### config.mk
export PLATFORM = sky130hd
export DESIGN_NAME = md_counter_up_syn_mod
export DESIGN_NICKNAME = d
export VERILOG_FILES = /design/src/rtl/md_counter_up_syn_mod.sv
export SDC_FILE = /design/constraint.sdc
export NUM_CORES = 1
export LEC_CHECK = 0
export CAP_MARGIN = 0
export CORE_AREA = 2 2 39 41
export DETAILED_ROUTE_END_ITERATION = 8
export DIE_AREA = 0 0 41 43
export HOLD_SLACK_MARGIN = 0.06
export MAX_ROUTING_LAYER = met4
export PLACE_DENSITY_LB_ADDON = 0.25
export SETUP_SLACK_MARGIN = 0.02
export SYNTH_ARGS = -nofsm -noshare
export SYNTH_HDL_FRONTEND = slang
export SYNTH_SLANG_ARGS = --single-unit
### constraint.sdc
create_clock -name clk -period 1.8 [get_ports clk]
set_clock_uncertainty 0.1 [all_clocks]
set_input_delay 0.18 -clock clk [delete_from_list [all_inputs] [get_ports clk]]
set_output_delay 0.18 -clock clk [all_outputs]
set_load 0.05 [all_outputs]
### src/rtl/md_counter_up_syn_mod.sv
// Purpose: modulo-MODULUS up counter with enable, synchronous parallel load and a carry chain for cascading digits.
// Latency: count/wrap/ovf/lderr are registered (1 cycle); tc and cout are combinational in the same cycle.
// Backpressure: none; en and cin stall counting, and cout gates the next stage on the same edge.
module md_counter_up_syn_mod #(
    parameter int WIDTH   = 4,
    parameter int MODULUS = 16   // legal range 2 .. 2**WIDTH
) (
    input  logic             clk,
    input  logic             rst,
    input  logic             en,
    input  logic             cin,
    input  logic             load,
    input  logic [WIDTH-1:0] din,
    output logic [WIDTH-1:0] count,
    output logic             tc,
    output logic             cout,
    output logic             wrap,
    output logic             ovf,
    output logic             lderr
);

    // Terminal value held one bit wider so MODULUS == 2**WIDTH still fits and
    // an out-of-range din can be detected without truncation.
    localparam logic [WIDTH:0] LAST = (WIDTH+1)'(MODULUS - 1);

    logic [WIDTH-1:0] count_inc;
    logic [WIDTH-1:0] count_nxt;
    logic             wrap_nxt;
    logic             ovf_nxt;
    logic             lderr_nxt;
    logic             din_ok;
    logic             step;

    assign count_inc = count + WIDTH'(1);
    assign din_ok    = ({1'b0, din} <= LAST);
    assign step      = en & cin;
    assign tc        = ({1'b0, count} == LAST);
    // A stage being loaded or reset must never hand a carry to the next digit.
    assign cout      = tc & step & ~load & rst;

    // Next-state selection: load beats counting, counting beats hold; pulses default low.
    always_comb begin
        count_nxt = count;
        wrap_nxt  = 1'b0;
        ovf_nxt   = ovf;
        lderr_nxt = 1'b0;
        if (load) begin
            ovf_nxt = 1'b0;
            if (din_ok) begin
                count_nxt = din;
            end else begin
                count_nxt = '0;
                lderr_nxt = 1'b1;
            end
        end else if (step) begin
            if (tc) begin
                count_nxt = '0;
                wrap_nxt  = 1'b1;
                ovf_nxt   = 1'b1;
            end else begin
                count_nxt = count_inc;
            end
        end
    end

    // State register with synchronous active-low reset taking priority over everything.
    always_ff @(posedge clk) begin
        if (!rst) begin
            count <= '0;
            wrap  <= 1'b0;
            ovf   <= 1'b0;
            lderr <= 1'b0;
        end else begin
            count <= count_nxt;
            wrap  <= wrap_nxt;
            ovf   <= ovf_nxt;
            lderr <= lderr_nxt;
        end
    end

endmodule

==> flow_metrics.env <==
export IMPL_coreArea_um2=1384
export IMPL_path_cells="ha_4 > and3_4 > nand3_4 > nor3b_4 > buf_12"
export IMPL_final_cell_mix="clkdlybuf4s50_1 (12), buf_4 (5), clkbuf_4 (3)"
export IMPL_wl_um=833
export IMPL_avgSynthCellArea_um2=9.175
export IMPL_min_from="ovf$_SDFFE_PP0P_"
export IMPL_pin_count=18
export IMPL_timing_hold_violations_final=0
export IMPL_clk_latency_ns=0.24
export IMPL_grt_pass1_wl_um=1269
export IMPL_crit_type="register to output port"
export IMPL_drc=0
export IMPL_final_cell_count_no_fill=71
export IMPL_gp_routability_congestion=0.7192
export IMPL_dp_slack_ns=0.1909
export IMPL_via_count=332
export IMPL_synth_ff_latch_count=6
export IMPL_die_x_um=41
export IMPL_power_mw=0.3684
export IMPL_io_buffers=16
export IMPL_holdWs_ns=0.4426
export IMPL_setup_viol=0
export IMPL_crit_slowest_cell="dfxtp_4"
export IMPL_area_growth_pct=80.30
export IMPL_fin_nets=67
export IMPL_num_rows=14
export IMPL_dp_cells=65
export IMPL_drt_first_pass_iters=3
export IMPL_cts_sinks=6
export IMPL_num_antenna_cells=0
export IMPL_finalCriticalPeriod_ns=1.726
export IMPL_clkTransAtPathRegs_ns=0.05
export IMPL_yosysSeqAreaShare=0.3636
export IMPL_setup_tns_final_ns=0
export IMPL_cts_root_buf="clkbuf_4"
export IMPL_crit_family="simple AND/OR/NAND/NOR gates"
export IMPL_maxSlewViolCount=0
export IMPL_antenna_found_initial=0
export IMPL_vdd_drop_max_mv=0.2836
export IMPL_rsz0062_at_grt="yes"
export IMPL_rr_endpoint="count[0]$_SDFFE_PN0P_"
export IMPL_wl_per_cell_um=11.73
export IMPL_reg2reg_from="count[0]$_SDFFE_PN0P_"
export IMPL_cp_startpoint="count[0]$_SDFFE_PN0P_"
export IMPL_arrival_ns=1.45
export IMPL_cts_resized=0
export IMPL_viasPerCell=4.676
export IMPL_postSynthNetCount=46
export IMPL_min_path_type="register to register"
export IMPL_fin_util=0.4304
export IMPL_yosys_warnings=0
export IMPL_status="completed"
export IMPL_p_leak_nw=0.2318
export IMPL_cts_buffer_depth=2
export IMPL_synth_area_um2=330.3
export IMPL_ant_nets=0
export IMPL_setup_ws_ns=0.07425
export IMPL_htreeDepth=1
export IMPL_grt_max_degree=10
export IMPL_period_share=0.9587
export IMPL_cp_num_buf_inv=1
export IMPL_drtIter0Drc=6
export IMPL_crit_path_max_fanout=5
export IMPL_grt_pass1_vias=288
export IMPL_die_area_um2=1763
export IMPL_overflow=0
export IMPL_cap_violations=0
export IMPL_worstRegToRegCells=4
export IMPL_start_util=0.2387
export IMPL_fmax_mhz=579.5
export IMPL_dp_hpwl_um=575.8
export IMPL_power_density_nw_per_um2=618.6
export IMPL_crit_path_max_incr_delay_ns=0.36
export IMPL_cp_required_ns=1.52
export IMPL_synth_cell_type_count=22
export IMPL_design_area_um2=595.6
export IMPL_syn_inst=36
export IMPL_placed_cell_area_um2=550.5
export IMPL_startpoint_type="register"
export IMPL_drive_gt1_frac=0.3455
export IMPL_min_to="ovf$_SDFFE_PP0P_"
export IMPL_hold_depth=2
export IMPL_layout_commonest_cell="clkdlybuf4s50_1"
export IMPL_r2r_setup_slack_ns=0.45
export IMPL_tritoncts="yes"
export IMPL_numCtsBuffers=3
export IMPL_gr_usage_all_layers=0.1160
export IMPL_die_h_um=43
export IMPL_cp_end_kind="output port"
cells in the mapped netlist:
cell / count / area (um^2)
and3_1: 2 / 12.51
conb_1: 1 / 3.750
nand3_1: 3 / 15.01
a211o_1: 1 / 8.760
a31oi_1: 1 / 6.260
a21oi_2: 1 / 8.760
or3_1: 1 / 6.260
dfxtp_1: 6 / 120.1
xor2_1: 1 / 8.760
a21oi_1: 2 / 10.01
inv_1: 1 / 3.750
buf_6: 1 / 11.26
nor4b_1: 1 / 8.760
ha_1: 1 / 12.51
nand2_1: 1 / 3.750
o211a_1: 1 / 10.01
buf_4: 2 / 15.01
xnor2_1: 1 / 8.760
a22o_1: 2 / 17.52
nor2b_1: 1 / 6.260
nor3b_1: 3 / 22.52
o21ai_0: 2 / 10.01
registers in the layout, indices dropped and copies added (netlist names):
name / flops
ovf: 1
wrap: 1
count: 4
power by group:
group          total (mW)  switching (mW)  internal (mW)
clock network       0.123          0.0478         0.0754
registers           0.148         0.00751          0.140
logic              0.0976          0.0535         0.0440
tightest hold or removal path: stages, from the launching register on:
cell and delay [ns]:
dfxtp_1 0.30, a31oi_1 0.14, nor3b_1 0.06
how the worst max path moves through the flow:
stage | end | slack [ns] | cells past startpoint
after CTS | cout | 0.04 | 5
after floorplan | cout | 0.02 | 5
final | cout | 0.07 | 5
after global routing | cout | 0.02 | 5
after global placement | count[1]$_SDFFE_PN0P_ | 0.21 | 4
after detailed placement | count[3]$_SDFFE_PN0P_ | 0.19 | 4
repair_timing:
| item | CTS | global route |
|---|---|---|
| setup endpoints to repair | 0 | 1 |
| setup buffers | 0 | 3 |
| hold buffers | 0 | 0 |
cell families after synthesis:
| family | Yosys count | synth area share |
|---|---|---|
| AO/OA/AOI/OAI | 10 | 0.2159 |
| AND/OR/NAND/NOR | 12 | 0.2273 |
| XOR/XNOR | 2 | 0.05304 |
| other | 1 | 0.01135 |
| adder cells (fa/ha/maj) | 1 | 0.03787 |
| flip-flops | 6 | 0.3637 |
| buffers and inverters | 4 | 0.09088 |
layout make-up:
cell class                      count  area (um^2)
Tap cell                           16        20.02
Fill cell                         139        788.3
Timing Repair Buffer               19        197.7
Clock buffer                        3        22.52
Inverter                            1        3.754
Sequential cell                     6        130.1
Multi-Input combinational cell     26        221.5
layer usage:
layer	share of wire	track usage	vias up
li1	-	-	169
met1	0.46	0.1502	147
met2	0.44	0.1406	14
met3	0.090	0.07853	2
met4	0.0060	0.04000	0
met5	0	-	-
Note: power is estimated with default switching activity, not from simulation.
